===== src/rtl/fetch_unit_if.sv =====
// Fetch-side bus: instruction memory port plus decode handshake.
// master = fetch_unit, slave = memory/decode side.
interface fetch_unit_if #(
   parameter int dataWidth = 32,
   parameter int addrSize  = 32
);
   logic [addrSize-1:0]  imem_addr;
   logic [dataWidth-1:0] imem_instr;
   logic                 out_valid;
   logic                 out_ready;
   logic [dataWidth-1:0] out_instr;
   logic [addrSize-1:0]  out_pc;

   modport master (
      output imem_addr,
      input  imem_instr,
      output out_valid,
      input  out_ready,
      output out_instr,
      output out_pc
   );

   modport slave (
      input  imem_addr,
      output imem_instr,
      input  out_valid,
      output out_ready,
      input  out_instr,
      input  out_pc
   );
endinterface


===== src/rtl/fetch_unit.sv =====
// Instruction-fetch sequencer: owns the PC, registers imem words for decode.
// Optional FETCH_PERF_EN adds perf_fetched / perf_stalls counters.
module fetch_unit #(
   parameter int dataWidth = 32,
   parameter int addrSize  = 32,
   parameter logic [addrSize-1:0] RESET_PC = '0,
   parameter int PC_STEP = 4
) (
   input  logic                clk,
   input  logic                rst,
   input  logic                start,
   input  logic                halt,
   input  logic                redirect_valid,
   input  logic [addrSize-1:0] redirect_pc,
   fetch_unit_if.master        bus,
   output logic                busy
`ifdef FETCH_PERF_EN
  ,output logic [31:0]         perf_fetched
  ,output logic [31:0]         perf_stalls
`endif
);

   typedef enum logic [1:0] {
      S_IDLE,
      S_FETCH,
      S_STALL
   } state_e;

   state_e               state_q, state_d;
   logic [addrSize-1:0]  pc_q, pc_d;
   logic [addrSize-1:0]  out_pc_q, out_pc_d;
   logic [dataWidth-1:0] out_instr_q, out_instr_d;
   logic                 out_valid_q, out_valid_d;
   logic                 cap;
   logic                 accept;
   logic [addrSize-1:0]  redir_pc;

   assign redir_pc = {redirect_pc[addrSize-1:2], 2'b00};
   assign accept   = out_valid_q && bus.out_ready;
   assign cap      = (state_q == S_FETCH)
                   && (!out_valid_q || bus.out_ready)
                   && !halt && !redirect_valid;

   assign bus.imem_addr = pc_q;
   assign bus.out_valid = out_valid_q;
   assign bus.out_instr = out_instr_q;
   assign bus.out_pc    = out_pc_q;
   assign busy          = (state_q != S_IDLE);

   always_comb begin
      state_d     = state_q;
      pc_d        = pc_q;
      out_valid_d = out_valid_q;
      out_instr_d = out_instr_q;
      out_pc_d    = out_pc_q;

      if (accept)
         out_valid_d = 1'b0;

      if (cap) begin
         out_instr_d = bus.imem_instr;
         out_pc_d    = pc_q;
         out_valid_d = 1'b1;
         pc_d        = pc_q + addrSize'(PC_STEP);
      end

      // Redirect flushes the held word even when decode never took it.
      if (redirect_valid) begin
         pc_d        = redir_pc;
         out_valid_d = 1'b0;
         if (state_q != S_IDLE)
            state_d = S_FETCH;
      end else begin
         case (state_q)
            S_IDLE: begin
               if (start && !halt)
                  state_d = S_FETCH;
            end
            S_FETCH: begin
               if (out_valid_q && !bus.out_ready)
                  state_d = S_STALL;
               else if (halt)
                  state_d = S_IDLE;
            end
            S_STALL: begin
               if (bus.out_ready)
                  state_d = halt ? S_IDLE : S_FETCH;
            end
            default: state_d = S_IDLE;
         endcase
      end
   end

   always_ff @(posedge clk or posedge rst) begin
      if (rst) begin
         state_q     <= S_IDLE;
         pc_q        <= RESET_PC;
         out_valid_q <= 1'b0;
         out_instr_q <= '0;
         out_pc_q    <= '0;
      end else begin
         state_q     <= state_d;
         pc_q        <= pc_d;
         out_valid_q <= out_valid_d;
         out_instr_q <= out_instr_d;
         out_pc_q    <= out_pc_d;
      end
   end

`ifdef FETCH_PERF_EN
   logic [31:0] perf_fetched_q, perf_fetched_d;
   logic [31:0] perf_stalls_q, perf_stalls_d;

   always_comb begin
      perf_fetched_d = perf_fetched_q;
      perf_stalls_d  = perf_stalls_q;
      if (cap)
         perf_fetched_d = perf_fetched_q + 32'd1;
      if (state_q == S_STALL)
         perf_stalls_d = perf_stalls_q + 32'd1;
   end

   always_ff @(posedge clk or posedge rst) begin
      if (rst) begin
         perf_fetched_q <= '0;
         perf_stalls_q  <= '0;
      end else begin
         perf_fetched_q <= perf_fetched_d;
         perf_stalls_q  <= perf_stalls_d;
      end
   end

   assign perf_fetched = perf_fetched_q;
   assign perf_stalls  = perf_stalls_q;
`endif

endmodule

===== src/flat_wrapper.sv =====
// flat-port wrapper written by rule: the top's interface ports become plain ports
module fetch_unit_flat 
#(
   parameter int dataWidth = 32,
   parameter int addrSize  = 32,
   parameter logic [addrSize-1:0] RESET_PC = '0,
   parameter int PC_STEP = 4
)
  (clk, rst, start, halt, redirect_valid, redirect_pc, busy, bus_imem_addr, bus_imem_instr, bus_out_valid, bus_out_ready, bus_out_instr, bus_out_pc);
  fetch_unit_if #(.dataWidth(dataWidth), .addrSize(addrSize)) bus_i ();
  input  logic clk;
  input  logic rst;
  input  logic start;
  input  logic halt;
  input  logic redirect_valid;
  input  logic [addrSize-1:0] redirect_pc;
  output logic busy;
  output wire logic [$bits(bus_i.imem_addr)-1:0] bus_imem_addr;
  input wire logic [$bits(bus_i.imem_instr)-1:0] bus_imem_instr;
  output wire logic [$bits(bus_i.out_valid)-1:0] bus_out_valid;
  input wire logic [$bits(bus_i.out_ready)-1:0] bus_out_ready;
  output wire logic [$bits(bus_i.out_instr)-1:0] bus_out_instr;
  output wire logic [$bits(bus_i.out_pc)-1:0] bus_out_pc;
  assign bus_imem_addr = bus_i.imem_addr;
  assign bus_i.imem_instr = bus_imem_instr;
  assign bus_out_valid = bus_i.out_valid;
  assign bus_i.out_ready = bus_out_ready;
  assign bus_out_instr = bus_i.out_instr;
  assign bus_out_pc = bus_i.out_pc;
  fetch_unit #(.dataWidth(dataWidth), .addrSize(addrSize), .RESET_PC(RESET_PC), .PC_STEP(PC_STEP)) u_core (.clk(clk), .rst(rst), .start(start), .halt(halt), .redirect_valid(redirect_valid), .redirect_pc(redirect_pc), .bus(bus_i), .busy(busy));
endmodule

===== config.mk =====
export PLATFORM = sky130hd
export DESIGN_NAME = fetch_unit_flat
export DESIGN_NICKNAME = d
export VERILOG_FILES = /design/src/rtl/fetch_unit_if.sv /design/src/rtl/fetch_unit.sv /design/src/flat_wrapper.sv
export SDC_FILE = /design/constraint.sdc
export NUM_CORES = 1
export LEC_CHECK = 0
export ABC_AREA = 1
export ABC_CLOCK_PERIOD_IN_PS = 3400
export BUFFER_PORTS_ARGS = -buffer_cell sky130_fd_sc_hd__buf_2
export CAP_MARGIN = 20
export CORE_ASPECT_RATIO = 1.1
export CORE_MARGIN = 2
export CORE_UTILIZATION = 45
export DETAILED_ROUTE_END_ITERATION = 8
export MAX_ROUTING_LAYER = met4
export PLACE_DENSITY = 0.75
export SETUP_SLACK_MARGIN = 0.05
export SLEW_MARGIN = 20
export SYNTH_ARGS = -nofsm -noshare
export SYNTH_HDL_FRONTEND = slang
export SYNTH_SLANG_ARGS = --single-unit

===== constraint.sdc =====
create_clock -name clk -period 3.4 [get_ports clk]
set_input_delay 1.02 -clock clk [delete_from_list [all_inputs] [get_ports clk]]
set_output_delay 1.02 -clock clk [all_outputs]
set_load 0.05 [all_outputs]

; ---- Word-level counts from Yosys, hierarchy flattened
; Index checks and enable logic that the tools add are counted.
[op_classes]
n_reduce_logical = 16
muxes = 13
eq_ne = 6
n_addsub = 1
[ops]
columns = cell, n
row1 = two-way mux 32 bit, 2
row2 = "adder 32 x 3 -> 32 bit, second input constant", 1
row3 = two-way mux 2 bit, 6
row4 = logical AND 1 bit, 6
row5 = case mux 2 bit (3 select lines), 1
row6 = zero test 1 bit, 4
row7 = two-way mux 1 bit, 4
row8 = "!= test 4 bit, second input constant", 1
row9 = AND reduction 4 bit, 1
row10 = nonzero test 2 bit, 2
row11 = "!= test 3 x 2 -> 1 bit, second input constant", 1
row12 = "!= test 3 bit, second input constant", 1
row13 = nonzero test 3 bit, 1
row14 = "equality test 2 x 1 -> 1 bit, second input constant", 1
row15 = "equality test 2 bit, second input constant", 1
row16 = zero test 2 bit, 1
row17 = "!= test 2 x 1 -> 1 bit, second input constant", 1
row18 = logical OR 1 bit, 1
[word_totals]
inputBits = 70
regBits = 99
word_cells = 41

; ---- Logic depth before layout (Yosys ltp)
[logic_depth]
depth_word = 7
depth_mapped = 10
ltp_nobuf = 10

; ---- Least setup slack after synthesis
; OpenSTA, ideal clock, no wires.
[synth_path]
kind = input to register
from = in bus_out_ready
to = reg u_core.state_q[0]
n_path_buf = 1
cell_stages = 7
required_time_ns = 3.258
arrival_ns = 1.826
slack_ns = 1.432
path_cell_list = inv_1 nand2_1 nand3_4 inv_4 nand2_4 clkbuf_1 o21ai_0
[synth_via]
elab_chain_len = 5
[synth_rtl]
columns = item, line_no
row1 = from (decl), flat_wrapper.sv:21  ; input wire logic [$bits(bus_i.out_ready)-1:0] bus_out_ready;
row2 = zero test 1 bit, fetch_unit.sv:80  ; if (out_valid_q && !bus.out_ready)
row3 = logical AND 1 bit, fetch_unit.sv:80
row4 = two-way mux 2 bit, fetch_unit.sv:80
row5 = case mux 2 bit (3 select lines), fetch_unit.sv:74  ; case (state_q)
row6 = two-way mux 2 bit, fetch_unit.sv:68  ; if (redirect_valid) begin
row7 = to (signal assigned), fetch_unit.sv:102  ; state_q <= state_d;
row8 = to (decl), fetch_unit.sv:29  ; state_e state_q, state_d;
; Parallel ways exist; a longest one is shown, timed or not.
; A chain may end at the register's enable or synchronous reset.

; ---- Worst setup path after layout
[layout_path]
from = reg u_core.state_q[1]
to = out busy
[layout_via]
elab_chain_len = 1
[layout_rtl]
columns = item, line_no
row1 = nonzero test 2 bit, fetch_unit.sv:48  ; assign busy = (state_q != S_IDLE);
row2 = to (decl), flat_wrapper.sv:17  ; output logic busy;
; Every way passes these cells.

==> impl_metrics.toml <==
[detailed_routing]
viasPerCell = 5.06
wl_per_cell_um = 14.4
detail-route-antenna-nets = 0
vias = 4447
wl_mm = 12.6
drt_iter0_markers = 201
drc = 0
dr.pass1.iters = 5

[synthesis]
yosysSeqAreaShare_pct = 50.8
synthCells = 597
synth_edf_count = 0
ys.flop_type = "dfrtp_1"
syn_area_um2 = 4680
async_flop_share_pct = 100
yosys_warnings = 0
synth_cell_types = 37
synth.ff_latch_count = 95
syn_avg_cell_area_um2 = 7.84

[worst_setup_path]
endpoint_kind = "output port"
critical_path_arrival_ns = 1.32
crit_required_ns = 2.38
ff2ff_path_depth = 6
path_class = "flop to output port"
start_kind = "flop"
cp_max_fo = 4

[grt]
grt_pass1_vias = 4222
antenna_found_initial = 0
grt_max_degree = 96
grt_use_total_pct = 23.5
grt_overflow_total = 0
grt_pass1_wl_mm = 20.3

[layout]
layout-drive-gt1-share_pct = 28.0
fillers = 917
fin_cells = 879
final_util_pct = 57.9
regArea_um2 = 2380
multiInputGateArea_um2 = 2010
num_antenna_cells = 0
nets = 823
area_delta_synth_final_pct = 26.7

[sta]
max_freq_mhz = 428
finalHoldViolCount = 0
rsz0062_at_grt = "no"
slew_headroom_pct = 55.1
setup_violations = 0
layout_worst_path_cycle_share_pct = 68.7
finalMaxSlewViolations = 0
skew_ns = 0.0104
setup_tns_ns = 0
tightestPinTransition_ns = 0.671
fin_hold_ws_ns = 0.467
fin_crit_ns = 2.34

[die]
rows = 39
coreArea_um2 = 10200
die_w_um = 101
initial_core_util_pct = 45.7
fp.dieH_um = 111
die_area_um2 = 11200
io_pins = 168

[clock_tree]
h-tree-depth = 3
post_cts_resized = 0
clock-sinks = 95
ctsLongestPathBuffers = 2
clock_latency_ns = 0.34
cts_setup_buffers = 0
cts_tree = "done"
cts_buffers = 9
hold_buffers = 0
root_buffer = "clkbuf_16"
clk_pin_slew_worst_paths_ns = 0.06

[place]
dp.cells = 864
port_buffers = 161
hpwlAfterDp_mm = 9.07
gp_congestion = 0.884

[worst_hold_path]
worstHoldPathCells = 2
hold_path.class = "flop to flop"

[run]
maxCapViolations = 0

[pwr]
ir_drop_mv = 0.627
power.total_mw = 5.63
p_leak_nw = 3.22
power_density_nw_per_um2 = 950

[outcome]
outcome = "finished clean"
==> critical path, stage by stage, from the launching register on <==
cell	delay (ns)
dfrtp_1	0.44
or2_2	0.32
buf_2	0.22
==> sequential cells by signal, summed over array words and instances (netlist names) <==
signal,cells
u_core.bus.out_pc,30
u_core.state_q,2
u_core.bus.out_valid,1
u_core.bus.out_instr,32
u_core.bus.imem_addr,30
==> cell type report <==
cell class              instances  area share [%]
clock buffers                  12            4.33
clock inverters                 3            1.52
inverters                      40            2.64
multi-input cells             438            33.9
flip-flops and latches         95            40.1
well taps                     123            2.60
repair buffers                168            14.9
==> final timing paths <==
check | from | to | slack [ns]
setup / recovery | u_core.state_q[1] | busy | 1.06
hold / removal | u_core.bus.out_instr[14] | u_core.bus.out_instr[14] | 0.47
setup reg to reg | u_core.state_q[1] | u_core.bus.out_instr[24] | 1.53
hold reg to reg | u_core.bus.out_instr[14] | u_core.bus.out_instr[14] | 0.47
max in group asynchronous | rst | u_core.bus.out_pc[21] | 2.19
min in group asynchronous | rst | u_core.bus.out_instr[27] | 0.82
==> cell usage in the layout (no fill, tap or decap), types with 3 or more instances in the layout <==
| master | Yosys | final |
|---|---|---|
| buf_4 | 11 | 5 |
| dfrtp_1 | 95 | 95 |
| nand4_1 | 6 | 6 |
| bufinv_16 | 0 | 3 |
| nand2_2 | 9 | 9 |
| nor2_2 | 4 | 4 |
| a21oi_1 | 12 | 12 |
| buf_2 | 5 | 161 |
| o211ai_1 | 3 | 3 |
| o22ai_1 | 3 | 3 |
| nand2_1 | 240 | 240 |
| nor2_4 | 7 | 8 |
| inv_1 | 37 | 36 |
| clkbuf_16 | 0 | 9 |
| o221ai_1 | 3 | 3 |
| nor2_1 | 58 | 57 |
| o21ai_0 | 34 | 34 |
| nand3b_1 | 5 | 5 |
| o21ai_1 | 3 | 3 |
| conb_1 | 1 | 4 |
| xor2_1 | 6 | 6 |
| nand3_1 | 25 | 25 |
| nor3_1 | 3 | 3 |
==> layer usage <==
metal  vias to the layer above  GRT usage (%)  routed length [µm]
li1                       2189              -                   -
met1                      2084           29.9                5530
met2                       158           37.9                6070
met3                        16           3.53                 794
met4                         0           9.10                 233
met5                         -              -                   0
==> report_power, final <==
| group | leakage [nW] | internal [mW] | switching (mW) |
|---|---|---|---|
| registers | 1.17 | 1.54 | 0.266 |
| logic | 1.88 | 0.551 | 2.10 |
| clock network | 0.169 | 0.755 | 0.421 |
==> cell families after synthesis <==
| kind of cell | count (synthesis) | share of synthesized area (%) |
|---|---|---|
| AND/OR/NAND/NOR | 363 | 33.5 |
| flip-flops | 95 | 50.8 |
| buffers and inverters | 67 | 6.61 |
| AO/OA/AOI/OAI | 64 | 7.65 |
| XOR/XNOR | 6 | 1.12 |
| adder cells (fa/ha/maj) | 1 | 0.267 |
| other | 1 | 0.0802 |
==> synthesized netlist by cell type, drive strengths merged, types with 5 or more instances <==
library cell	number	area, µm²
nand2	251	980
dfrtp	95	2380
nor2	69	322
inv	40	153
o21ai	37	185
nand3	26	143
buf	18	123
a21oi	12	60.1
clkbuf	9	33.8
nand4	6	37.5
xor2	6	52.6
nand3b	5	37.5
==> per-stage QoR <==
step / area [µm²] / setup WS, ns
finish: 5930 / 1.06
global route: 5930 / 1.03
CTS: 5930 / 1.07
detailed placement: 5580 / 0.821
global placement: 5580 / 0.849
floorplan: 4690 / 1.26
(Power assumes the default switching activity.)
